===== config.mk =====
export PLATFORM = sky130hd
export DESIGN_NAME = cond_flag_unit
export DESIGN_NICKNAME = d
export VERILOG_FILES = /design/src/rtl/cond_flag_unit.sv
export SDC_FILE = /design/constraint.sdc
export NUM_CORES = 1
export LEC_CHECK = 0
export ABC_AREA = 1
export BUFFER_PORTS_ARGS = -buffer_cell sky130_fd_sc_hd__buf_2
export CAP_MARGIN = 25
export CORE_ASPECT_RATIO = 1.1
export CORE_MARGIN = 2
export CORE_UTILIZATION = 38
export DETAILED_ROUTE_END_ITERATION = 10
export GPL_ROUTABILITY_DRIVEN = 0
export GPL_TIMING_DRIVEN = 0
export PLACE_DENSITY = 0.64
export SYNTH_ARGS = -nofsm -noshare
export SYNTH_HDL_FRONTEND = slang
export SYNTH_SLANG_ARGS = --single-unit

===== constraint.sdc =====
create_clock -name clk -period 2 [get_ports clk]
set_clock_uncertainty 0.05 [all_clocks]
set_input_delay 0.6 -clock clk [delete_from_list [all_inputs] [get_ports clk]]
set_output_delay 0.6 -clock clk [all_outputs]
set_load 0.02 [all_outputs]

===== src/rtl/cond_flag_unit.sv =====
// NZCV status register with multi-lane ARM condition evaluation and flag-hazard stall.
// Optional macro COND_FLAG_BYPASS_EN forwards writeback flags into same-cycle evaluation.
module cond_flag_unit #(
    parameter int unsigned NUM_CH     = 2,
    parameter int unsigned PEND_DEPTH = 3,
    parameter logic [3:0]  NZCV_RST   = 4'b0000
) (
    input  logic                  clk,
    input  logic                  rst_n,
    input  logic [NUM_CH-1:0]     lane_valid,
    input  logic [4*NUM_CH-1:0]   lane_cond,
    input  logic                  set_issue,
    input  logic                  set_wb,
    input  logic [3:0]            wb_nzcv,
    input  logic                  flush,
    output logic [NUM_CH-1:0]     lane_check,
    output logic                  stall,
    output logic                  issue_full,
    output logic [3:0]            nzcv,
    output logic                  err
);

    localparam int unsigned CW = $clog2(PEND_DEPTH + 1);

    logic [CW-1:0] pend_cnt;
    logic [CW-1:0] pend_nxt;
    logic [CW-1:0] pend_eff;
    logic [3:0]    f_eff;
    logic          err_set;
    logic          hazard;

    // Evaluate a 4-bit ARM condition code against flags {N,Z,C,V}
    function automatic logic cond_true(input logic [3:0] code, input logic [3:0] f);
        logic n, z, c, v;
        {n, z, c, v} = f;
        case (code)
            4'h0:    cond_true = z;
            4'h1:    cond_true = !z;
            4'h2:    cond_true = c;
            4'h3:    cond_true = !c;
            4'h4:    cond_true = n;
            4'h5:    cond_true = !n;
            4'h6:    cond_true = v;
            4'h7:    cond_true = !v;
            4'h8:    cond_true = c && !z;
            4'h9:    cond_true = !c || z;
            4'hA:    cond_true = (n == v);
            4'hB:    cond_true = (n != v);
            4'hC:    cond_true = !z && (n == v);
            4'hD:    cond_true = z || (n != v);
            4'hE:    cond_true = 1'b1;
            default: cond_true = 1'b0;
        endcase
    endfunction

    // Effective flags/count seen by this cycle's evaluation
    always_comb begin
        f_eff    = nzcv;
        pend_eff = pend_cnt;
`ifdef COND_FLAG_BYPASS_EN
        if (set_wb) begin
            f_eff    = wb_nzcv;
            pend_eff = (pend_cnt == '0) ? '0 : pend_cnt - CW'(1);
        end
`endif
    end

    // Codes E/F are flag-independent; all lanes share one stall because they issue together
    always_comb begin
        hazard = 1'b0;
        for (int i = 0; i < int'(NUM_CH); i++) begin
            if (lane_valid[i] && (lane_cond[4*i +: 4] < 4'hE) && (pend_eff != '0))
                hazard = 1'b1;
        end
    end

    assign stall = hazard;

    always_comb begin
        lane_check = '0;
        for (int i = 0; i < int'(NUM_CH); i++)
            lane_check[i] = lane_valid[i] && cond_true(lane_cond[4*i +: 4], f_eff) && !hazard;
    end

    assign issue_full = (pend_cnt == CW'(PEND_DEPTH));

    // Pending-count next state: flush wins, then issue/writeback balance
    always_comb begin
        pend_nxt = pend_cnt;
        if (flush)
            pend_nxt = '0;
        else if (set_issue && set_wb)
            pend_nxt = pend_cnt;
        else if (set_issue && !issue_full)
            pend_nxt = pend_cnt + CW'(1);
        else if (set_wb && (pend_cnt != '0))
            pend_nxt = pend_cnt - CW'(1);
    end

    assign err_set = (set_issue && issue_full && !set_wb && !flush) ||
                     (set_wb && (pend_cnt == '0) && !set_issue);

    always_ff @(posedge clk or negedge rst_n) begin
        if (!rst_n) begin
            nzcv     <= NZCV_RST;
            pend_cnt <= '0;
            err      <= 1'b0;
        end else begin
            if (set_wb)
                nzcv <= wb_nzcv;
            pend_cnt <= pend_nxt;
            if (err_set)
                err <= 1'b1;
        end
    end

endmodule


==> flow_summary.toml <==
[outcome]
status = "complete, but fails checks"
violations = "negative setup slack"

[synth]
synth_edf_count = 0
ys_seq_area_share_pct = 22.95
synth_top_area_cell = "nand2_1"
syn-cell-area_um2 = 763.2
synth_top_family_by_area = "simple AND/OR/NAND/NOR gates"
synthXorXnorAreaFrac_pct = 0
synthTopCellsByArea = "nand2_1, dfrtp_1, nand3_1"
netlist.area_leader.share_pct = 26.07
yosysWarnings = 0
ys.flop_type = "dfrtp_1"
synth-simple-area-share_pct = 54.26
yosys.cell_types.count = 12
yosys.area_share.adder_pct = 0
synth_mux_area_share_pct = 0
synth_most_common_cell = "nand2_1"
ys_seq_elements = 7
syn_nets = 166
syn_avg_cell_area_um2 = 5.192
synth_commonest_cells = "nand2_1, nand3_1, inv_1, nor2_1, o21ai_0"
synthArstFlopShare_pct = 100.0
netlist_instances = 147
synth_compound_area_share_pct = 11.31

[pwr]
pwr-share-seq_pct = 28.5
powerDensity_mw_per_mm2 = 601.2
power.leakage_nw = 0.6520
power.switching_mw = 0.3131
total_power_mw = 0.7056
clkPwrFrac_pct = 18.3
swShare_pct = 44.38
p_int_mw = 0.3925
p_comb_share_pct = 53.2
peakVddDrop_mv = 0.4127

[timing]
finalHoldViolCount = 0
finalSetupViolCount = 2
fin_ws_ns = -0.2007
rsz0062_at_grt = "true"
slew_violations = 0
max_clock_freq_mhz = 454.4
fin_setup_tns_ns = -0.3820
period_share_pct = 110.0
worst_slew_pin_slew_ns = 0.2034
min_period_ns = 2.201
maxSlewHeadroom_pct = 86.38

[clock_tree]
cts_tree = "done"
cts_hold_buf = 0
htreeDepth = 1
numCtsBuffers = 3
clk-insertion-delay-late_ns = 0.24
cts-root-buf = "clkbuf_4"
clk_path_buf_depth = 2
numClockSinks = 7
path_clk_slew_ns = 0.06

[detailed_routing]
post_drt_via_cell_ratio = 4.986
dr.pass1.iters = 4
avgRoutedWirePerCell_um = 11.74
ant_nets = 0
drtIter0Drc = 12
routed_wl_um = 2501
num_vias = 1062
drc = 0

[global_routing]
antenna_found_initial = 0
globalRouteTotalUtil_pct = 21.98
overflow = 0
grt_pass1_vias = 982
grt_max_degree = 11
grt_pass1_wl_um = 3919

[run]
maxCapViolations = 0

[final_layout]
area_growth_pct = 53.77
final_area_mm2 = 0.001174
n_antenna_cell = 0
drive_above_1_share_pct = 42.16
n_fill_cell = 206
fin_nets = 205

[placement]
dpl-instance-area_um2 = 938.4
port_buffers = 27
dp_hpwl_um = 1748

[die]
rows = 17
dieArea_mm2 = 0.002383
die_w_um = 46.73
initial_core_util_pct = 39.00
chipHeight_um = 51.01
io_pins = 28
coreArea_mm2 = 0.001957

[setup_path]
crit_fanout = 6
crit_type = "in -> out"
start_kind = "input port"
crit_required_ns = 1.35
arrival_ns = 1.55
cp-end-kind = "primary output"

[min_path]
hp-class = "in -> async"
[sequential cells by signal (all words and copies together), names as in the netlist]
register  cells
pend_cnt      2
nzcv          4
err           1
[power groups by stage]
stage               sequential [mW]  combinational [mW]  clock, mW
global route                  0.203               0.412      0.139
floorplan                     0.199               0.183          0
detailed placement            0.196               0.282          0
finish                        0.201               0.375      0.129
global placement              0.197               0.279          0
CTS                           0.195               0.325      0.132
[cell usage in the layout, fill, tap and decap left out, types with 7 or more instances in the layout]
master / synthesis / final
buf_2: 1 / 22
buf_4: 0 / 8
inv_1: 22 / 13
inv_2: 0 / 7
nand2_1: 53 / 42
nand2_2: 0 / 8
nand3_1: 24 / 19
nor2_1: 22 / 9
nor2_2: 0 / 9
o21ai_0: 9 / 8
[logic make-up after synthesis]
group / Yosys count
simple gates: 101
flops: 7
buf+inv: 23
compound gates: 16
[cell type report]
type | count | area, um2 | area share [%]
multi-input cells | 117 | 620.6 | 52.88
inverters | 22 | 87.58 | 7.463
flip-flops and latches | 7 | 177.7 | 15.14
plain buffers | 1 | 5.005 | 0.4264
well taps | 28 | 35.03 | 2.985
clock buffers | 4 | 26.28 | 2.239
repair buffers | 34 | 221.5 | 18.87
[critical path, cell delays in order]
cell     delay (ns)
buf_4          0.14
nor2_2         0.18
nand3_1        0.09
nand3_1        0.10
nand2_1        0.07
nand3_2        0.07
nor2_2         0.04
nor2_2         0.12
buf_6          0.13
[metrics by stage]
step	worst slack (ns)	utilization [%]	hold WS, ns	std cells
floorplan	0.03175	-	0.2544	147
global placement	-0.2271	47.95	0.3849	202
detailed placement	-0.2468	47.95	0.3903	202
CTS	-0.1725	55.24	0.1180	213
global route	-0.2641	59.97	0.1222	213
finish	-0.2007	59.97	0.1172	213
[per-layer routing]
metal	up-vias	GRT usage, %	part of all wire (%)
met1	463	23.80	39
met5	-	0	0
met3	10	4.594	4.5
met4	0	4.630	2.4
li1	545	-	-
met2	44	41.90	54
[path summary, 6_finish.rpt]
path                               from            end  slack, ns  cells past startpoint
min in group clk                    err            err       0.43                      2
max                        lane_cond[1]  lane_check[0]      -0.20                      9
min                               rst_n            err       0.12                      1
max reg2reg                 pend_cnt[0]    pend_cnt[0]       0.76                      6
min reg2reg                         err            err       0.43                      2
max in group asynchronous         rst_n        nzcv[3]       1.61                      1
[timing repair]
item | 4_1_cts | 5_1_grt
pin swaps | 3 | 16
endpoints found under the setup margin | 3 | 3
resized for setup | 28 | 33
buffers inserted | 7 | 0
Power figures use the tool's default switching activity.
